===== src/rtl/modulo_magazine_rolhas.sv =====
// Principal cork magazine: holds the cork count, pulls refills from the
// secondary buffer at the minimum level and serves one cork per sealing request.
//
// Ports:
//   clk              - rising-edge system clock
//   clr              - synchronous active-low reset
//   enable           - machine running; 0 stops refills, not consumption
//   ved_req          - one-cycle request for a cork from the sealing FSM
//   ved_ack          - registered pulse, cork served
//   ved_falha        - registered pulse, request hit an empty magazine
//   sec_vazio        - secondary buffer empty
//   trf_req          - refill in progress (REABASTECE or ESPERA)
//   trf_valid        - secondary offers a cork this cycle
//   trf_ready        - magazine accepts a cork this cycle
//   nivel            - current cork count
//   ro               - magazine empty
//   min_signal       - count at or below refill threshold
//   cheio            - magazine full
//   total_consumidas - corks served since reset, saturating at 99
module modulo_magazine_rolhas #(
    parameter int LARGURA    = 5,
    parameter int CAPACIDADE = 20,
    parameter int MINIMO     = 5
) (
    input  logic               clk,
    input  logic               clr,
    input  logic               enable,
    input  logic               ved_req,
    output logic               ved_ack,
    output logic               ved_falha,
    input  logic               sec_vazio,
    output logic               trf_req,
    input  logic               trf_valid,
    output logic               trf_ready,
    output logic [LARGURA-1:0] nivel,
    output logic               ro,
    output logic               min_signal,
    output logic               cheio,
    output logic [6:0]         total_consumidas
);

    typedef enum logic [1:0] {
        OCIOSO     = 2'b00,
        REABASTECE = 2'b01,
        ESPERA     = 2'b10,
        ILEGAL     = 2'b11
    } estado_t;

    localparam logic [LARGURA-1:0] CAP = LARGURA'(CAPACIDADE);
    localparam logic [LARGURA-1:0] MIN = LARGURA'(MINIMO);
    localparam logic [LARGURA-1:0] UM  = LARGURA'(1);

    estado_t            estado_q, estado_d;
    logic [LARGURA-1:0] nivel_q, nivel_d;
    logic [6:0]         total_q, total_d;
    logic               ack_q, falha_q;

    logic beat;
    logic cons;
    logic falha;

    assign ro         = (nivel_q == '0);
    assign min_signal = (nivel_q <= MIN);
    assign cheio      = (nivel_q == CAP);

    // Moore ready: never looks at trf_valid, so no combinational loop
    // through the secondary side.
    assign trf_ready = (estado_q == REABASTECE) && !cheio;
    assign trf_req   = (estado_q == REABASTECE) || (estado_q == ESPERA);

    assign beat  = trf_valid && trf_ready;
    assign cons  = ved_req && !ro;
    assign falha = ved_req && ro;

    always_comb begin
        nivel_d = nivel_q;
        unique case ({beat, cons})
            2'b10:   nivel_d = nivel_q + UM;
            2'b01:   nivel_d = nivel_q - UM;
            default: nivel_d = nivel_q;
        endcase
    end

    always_comb begin
        total_d = total_q;
        if (cons && (total_q != 7'd99)) begin
            total_d = total_q + 7'd1;
        end
    end

    always_comb begin
        estado_d = estado_q;
        case (estado_q)
            OCIOSO: begin
                if (enable && min_signal) begin
                    estado_d = sec_vazio ? ESPERA : REABASTECE;
                end
            end
            REABASTECE: begin
                // Full only counts when a beat actually lands the last cork;
                // a beat cancelled by a same-cycle consumption does not.
                if (!enable) begin
                    estado_d = OCIOSO;
                end else if (beat && (nivel_d == CAP)) begin
                    estado_d = OCIOSO;
                end else if (sec_vazio) begin
                    estado_d = ESPERA;
                end
            end
            ESPERA: begin
                if (!enable) begin
                    estado_d = OCIOSO;
                end else if (!sec_vazio) begin
                    estado_d = REABASTECE;
                end
            end
            default: estado_d = OCIOSO;
        endcase
    end

    always_ff @(posedge clk) begin
        if (!clr) begin
            estado_q <= OCIOSO;
            nivel_q  <= '0;
            total_q  <= '0;
            ack_q    <= 1'b0;
            falha_q  <= 1'b0;
        end else begin
            estado_q <= estado_d;
            nivel_q  <= nivel_d;
            total_q  <= total_d;
            ack_q    <= cons;
            falha_q  <= falha;
        end
    end

    assign nivel            = nivel_q;
    assign total_consumidas = total_q;
    assign ved_ack          = ack_q;
    assign ved_falha        = falha_q;

endmodule


===== config.mk =====
export PLATFORM = sky130hd
export DESIGN_NAME = modulo_magazine_rolhas
export DESIGN_NICKNAME = d
export VERILOG_FILES = /design/src/rtl/modulo_magazine_rolhas.sv
export SDC_FILE = /design/constraint.sdc
export NUM_CORES = 1
export LEC_CHECK = 0
export CAP_MARGIN = 20
export CELL_PAD_IN_SITES_DETAIL_PLACEMENT = 0
export CELL_PAD_IN_SITES_GLOBAL_PLACEMENT = 2
export CORE_ASPECT_RATIO = 0.7
export CORE_MARGIN = 10
export CORE_UTILIZATION = 28
export DETAILED_ROUTE_END_ITERATION = 16
export GPL_ROUTABILITY_DRIVEN = 0
export HOLD_SLACK_MARGIN = 0.15
export PLACE_DENSITY_LB_ADDON = 0.1
export SYNTH_ARGS = -nofsm -noshare
export SYNTH_HDL_FRONTEND = slang
export SYNTH_SLANG_ARGS = --single-unit

===== constraint.sdc =====
create_clock -name clk -period 4.05 [get_ports clk]
set_clock_uncertainty 0.2 [all_clocks]
set_input_delay 0.6075 -clock clk [delete_from_list [all_inputs] [get_ports clk]]
set_output_delay 0.6075 -clock clk [all_outputs]
set_load 0.05 [all_outputs]

# ---- Word level (Yosys, flattened, before mapping)
# Cells that the tools add are included.
dict set report word_totals {
  register_bits 16
  input_bits 6
  elab_cells 41
}
dict set report op_classes {
  order_cmp 1
  muxes 9
  add_sub_neg 3
  reduce_logical 13
  n_eq_ne 10
}
# operator count
set ops {}
lappend ops {{$mux 2} 7}
lappend ops {{$eq 5x5->1 const B} 2}
lappend ops {{$pmux 5 s2} 1}
lappend ops {{$add 7x1->7 const B} 1}
lappend ops {{$logic_and 1x1->1} 7}
lappend ops {{$ne 7x7->1 const B} 1}
lappend ops {{$pmux 2 s3} 1}
lappend ops {{$add 5x1->5 const B} 1}
lappend ops {{$le 5x3->1 const B} 1}
lappend ops {{$logic_not 5->1} 1}
lappend ops {{$sub 5x1->5 const B} 1}
lappend ops {{$eq 2x1->1 const B} 2}
lappend ops {{$eq 2x2->1 const B} 2}
lappend ops {{$ne 4x3->1 const B} 1}
lappend ops {{$ne 3x3->1 const B} 1}
lappend ops {{$reduce_and 3->1} 1}
lappend ops {{$logic_not 1->1} 2}
lappend ops {{$logic_not 2->1} 1}
lappend ops {{$ne 2x2->1 const B} 1}
lappend ops {{$logic_or 1x1->1} 1}

# ---- Logic depth before layout (Yosys ltp)
dict set report logic_depth {
  depth_word 11
  ltp_mapped 13
}

# ---- Worst setup path after synthesis
# Ideal clock, no wire load.
dict set report synth_timing {
  path_type {flip-flop to flip-flop}
  startpoint {register nivel_q[1], in the netlist nivel[1]}
  endpoint {register estado_q[0]}
  stages_incl_launch_ff 13
  t_required_ns 3.778
  period_less_slack_ns 3.668
  path_slack_ns 0.382
  arrival_ns 3.396
  setup_ns 0.072
  cell_sequence {dfxtp_1 -> nor2_1 -> nand4b_1 -> and2_1 -> nand2_1 -> ha_1 -> ha_1 -> nor2b_1 -> a221o_1 -> a311oi_2 -> a21boi_1 -> a211oi_2 -> mux2i_1}
}
dict set report synth_between {
  elab_chain_len 11
}
# element line
set synth_lines {}
lappend synth_lines {{start: declaration} 54} ;# logic [LARGURA-1:0] nivel_q, nivel_d;
lappend synth_lines {{start signal: assignment} 130} ;# nivel_q <= nivel_d;
lappend synth_lines {{$eq 5x5->1 *} 64} ;# assign cheio = (nivel_q == CAP);
lappend synth_lines {{$logic_not 1->1 *} 68} ;# assign trf_ready = (estado_q == REABASTECE) && !cheio;
lappend synth_lines {{$logic_and 1x1->1 *} 68}
lappend synth_lines {{via trf_ready} 34} ;# output logic trf_ready,
lappend synth_lines {{$logic_and 1x1->1 *} 71} ;# assign beat = trf_valid && trf_ready;
lappend synth_lines {{$eq 2x1->1 / $eq 2x2->1 (equally long branches)} 77} ;# unique case ({beat, cons})
lappend synth_lines {{$pmux 5 s2} 77}
lappend synth_lines {{$eq 5x5->1} 104} ;# end else if (beat && (nivel_d == CAP)) begin
lappend synth_lines {{$logic_and 1x1->1 *} 104}
lappend synth_lines {{$mux 2} 104}
lappend synth_lines {{$mux 2} 102} ;# if (!enable) begin
lappend synth_lines {{$pmux 2 s3} 93} ;# case (estado_q)
lappend synth_lines {{end signal: assignment} 129} ;# estado_q <= estado_d;
lappend synth_lines {{end: declaration} 53} ;# estado_t estado_q, estado_d;
# Mark *: on every way through the listed nets, which the timed path passes. The rest lies on a longest branch.
# A chain may end at the register's enable or synchronous reset.

# ---- Final worst setup path
dict set report layout_timing {
  startpoint {input ved_req}
  endpoint {register estado_q[0]}
}
dict set report layout_between {
  elab_chain_len 8
}
# element line
set layout_lines {}
lappend layout_lines {{start: declaration} 28} ;# input logic ved_req,
lappend layout_lines {{$logic_and 1x1->1 *} 72} ;# assign cons = ved_req && !ro;
lappend layout_lines {{via cons} 59} ;# logic cons;
lappend layout_lines {{$eq 2x1->1 / $eq 2x2->1 (equally long branches)} 77}
lappend layout_lines {{$pmux 5 s2 *} 77}
lappend layout_lines {{$eq 5x5->1 *} 104}
lappend layout_lines {{$logic_and 1x1->1 *} 104}
lappend layout_lines {{$mux 2} 104}
lappend layout_lines {{$mux 2} 102}
lappend layout_lines {{$pmux 2 s3} 93}
# Marked as above.

==> qor.yml <==
rsz0062_at_grt: "false"
setup.worst_path.class: "primary input to register"
initial_drt_pass_iterations: 4
critical_path_peak_fanout: 5
place_hpwl_um: 2019
relSlewSlack: 0.6322
worst-endpoint-arrival_ns: 3.46
commonest_cells_after_routing_fill_and_taps_aside: "sky130_fd_sc_hd__clkdlybuf4s50_1 (24), sky130_fd_sc_hd__dfxtp_1 (16), sky130_fd_sc_hd__and2_1 (12), sky130_fd_sc_hd__nand2_1 (10), sky130_fd_sc_hd__ha_1 (9)"
tightest_slew_ns: 0.5500
insertion_delay_ns: 0.25
floorplan.io_pins: 25
switching_share: 0.4896
yosysWarningCount: 0
postCtsResizedCells: 0
power.static_leakage_uw: 0.0005398
finalWorstPathRequiredPeriod_ns: 3.472
grt_antenna_before_repair: 0
final_common_cell: "sky130_fd_sc_hd__clkdlybuf4s50_1"
post_synthesis_net_count: 131
max_clock_freq_mhz: 288.0
clock_power_share: 0.148
cells_on_worst_hold_path: 2
routedWlPerCell_um: 13.32
synth_unique_cells: 36
critical_path.endpoint_type: "register"
area_delta_synth_final_pct: 34.15
route.final.wire_length_um: 2558
grt_pass1_vias: 834
finalSetupViolCount: 0
path_cells: "clkdlybuf4s50_1, a21boi_0, ha_1, ha_1, nor2b_1, a221o_1, a311oi_2, a21boi_1, a211oi_2, mux2i_1"
cap_violations: 0
nets: 159
fraction_of_layout_cells_with_a_size_suffix_above_1: 0.06338
post_synth_main_area_contributors: "sky130_fd_sc_hd__dfxtp_1 (31%), sky130_fd_sc_hd__ha_1 (11%), sky130_fd_sc_hd__and2_1 (7.3%), sky130_fd_sc_hd__xnor2_1 (6.0%), sky130_fd_sc_hd__mux2i_1 (3.9%)"
die_height_um: 70.65
clock_sink_count: 16
placement.cell_area_um2: 1321
hold_ws_ns: 0.3095
ff_latch_area_um2: 320.3
final.setup.tns_ns: 0
critical_path.slowest_cell: "sky130_fd_sc_hd__clkdlybuf4s50_1"
drt.antenna.violating_nets: 0
multiInputGateArea_um2: 660.6
post-cts-setup-buffers: 0
filler_cell_count: 384
postLayoutCellArea_um2: 1376
ctsRootBufferMaster: "sky130_fd_sc_hd__clkbuf_8"
cellPowerDensity_nw_per_um2: 715.6
drc_errors_left: 0
rr_worst_depth: 12
required_ns: 4.04
worstHoldPathType: "register to register"
clock_tree.htree_level_count: 1
worst_path_most_repeated_cell: "sky130_fd_sc_hd__ha_1"
start_util: 0.2902
antenna_diodes: 0
track_usage: 0.08337
clkTransAtPathRegs_ns: 0.07
post_synth.cell_area_avg_um2: 8.922
p_switching_uw: 482.3
synth.ff_latch_count: 16
fin_crit_sh: 0.8573
netlist.area_leader.share: 0.3122
row_count: 18
fin_util: 0.3892
comb_power_share: 0.618
grt_remaining_overflow: 0
core_area_um2: 3536
die_w_um: 92.35
syn-cell-area_um2: 1026
cts_buffers: 3
cts.path.max_buffers: 2
yosysTopAreaCell: "sky130_fd_sc_hd__dfxtp_1"
placement.io_buffers: 24
critPathLaunchType: "primary input"
post_drt_via_cell_ratio: 4.594
die_area_um2: 6524
hold_viol: 0
routed-via-count: 882
initialDrtViolationCount: 52
cts_hold_repair.buffers: 0
relative_contribution_of_sequential_cells_to_total_power: 0.233
tritoncts_clock_tree: "built"
outcome: "complete, no violations"
final-max-slew-violation-count: 0
synth.yosys.seq_area_share: 0.3122
critical-path-max-stage-delay_ns: 0.48
first_pass_grt_wire_length_um: 4443
cellInternalPower_uw: 502.7
grt_start_max_net_pins: 18
synthesis.instances: 115
peakVddDrop_v: 0.0004059
==> through the flow <==
| step | std cells | setup WS, ns | total power, uW |
|---|---|---|---|
| 2_1_floorplan | 115 | 0.3824 | 680.1 |
| 3_3_place_gp | 188 | 0.3694 | 845.8 |
| 3_5_place_dp | 188 | 0.2714 | 847.0 |
| 4_1_cts | 192 | 0.5397 | 1001 |
| 5_1_grt | 192 | 0.3425 | 1066 |
| 6_report | 192 | 0.5779 | 984.9 |
==> registers in the layout, indices dropped and copies added (netlist names) <==
register	count
ved_falha	1
ved_ack	1
nivel	5
estado_q	2
total_consumidas	7
==> cells by family after synthesis <==
logic type,after synthesis,share of synthesized area
AO/OA/AOI/OAI,15,0.1146
XOR/XNOR,9,0.07683
adder cells (fa/ha/maj),10,0.1293
flip-flops,16,0.3122
AND/OR/NAND/NOR,51,0.2842
buffers and inverters,10,0.04390
multiplexers,4,0.03903
==> area by class of cell <==
cell class	count	share of cell area
Multi-Input combinational cell	89	0.4800
Sequential cell	16	0.2327
Timing Repair Buffer	25	0.1800
Tap cell	50	0.04545
Clock buffer	4	0.04000
Inverter	8	0.02182
==> power by group through the flow <==
stage	Combinational, uW	Sequential, uW	Clock (uW)
final	609	230	146
after global routing	671	237	158
after CTS	618	230	152
after detailed placement	614	233	0
after global placement	612	234	0
after floorplan	379	301	0
==> worst paths after layout <==
kind | startpoint | endpoint | slack (ns)
worst max-delay path | ved_req | estado_q[0] | 0.58
worst min-delay path | estado_q[0] | estado_q[0] | 0.31
worst max register to register | nivel[1] | estado_q[0] | 0.67
worst min register to register | estado_q[0] | estado_q[0] | 0.31
==> metal layers <==
metal | vias to the layer above | global-route usage | wire [um]
met5 | - | 0 | 0
met4 | 0 | 0.02048 | 23
met3 | 5 | 0.03372 | 107
met2 | 10 | 0.1211 | 1090
met1 | 414 | 0.1113 | 1336
li1 | 453 | - | -
==> cell usage after synthesis <==
library cell,instances
sky130_fd_sc_hd__fa_1,1
sky130_fd_sc_hd__and3b_2,1
sky130_fd_sc_hd__clkbuf_1,1
sky130_fd_sc_hd__inv_1,8
sky130_fd_sc_hd__and4_1,2
sky130_fd_sc_hd__and3_1,2
sky130_fd_sc_hd__xor2_1,2
sky130_fd_sc_hd__o21ai_0,2
sky130_fd_sc_hd__nor2_1,7
sky130_fd_sc_hd__a211oi_1,1
sky130_fd_sc_hd__a21boi_0,1
sky130_fd_sc_hd__xnor2_1,7
sky130_fd_sc_hd__and2_1,12
sky130_fd_sc_hd__o2111ai_1,1
sky130_fd_sc_hd__a32o_1,1
sky130_fd_sc_hd__a31oi_1,1
sky130_fd_sc_hd__nand4_1,2
sky130_fd_sc_hd__a221o_1,1
sky130_fd_sc_hd__nor3_1,1
sky130_fd_sc_hd__a311oi_2,1
sky130_fd_sc_hd__o211ai_1,1
sky130_fd_sc_hd__a21boi_1,1
sky130_fd_sc_hd__buf_6,1
sky130_fd_sc_hd__a21oi_1,3
sky130_fd_sc_hd__and2b_2,1
sky130_fd_sc_hd__ha_1,9
sky130_fd_sc_hd__nand2b_1,1
sky130_fd_sc_hd__dfxtp_1,16
sky130_fd_sc_hd__mux2i_1,4
sky130_fd_sc_hd__a211oi_2,1
sky130_fd_sc_hd__nor2b_1,5
sky130_fd_sc_hd__nand2_1,10
sky130_fd_sc_hd__nand3_1,3
sky130_fd_sc_hd__nor3b_1,1
sky130_fd_sc_hd__nor4b_1,2
sky130_fd_sc_hd__nand4b_1,1
==> critical path, delay by kind of cell <==
| kind | cells | cell delay [ns] |
|---|---|---|
| compound gates | 5 | 1.38 |
| fa+ha+maj | 2 | 0.62 |
| buf+inv | 1 | 0.48 |
| mux | 1 | 0.21 |
| simple gates | 1 | 0.16 |
Note: power is estimated with default switching activity, not from simulation.
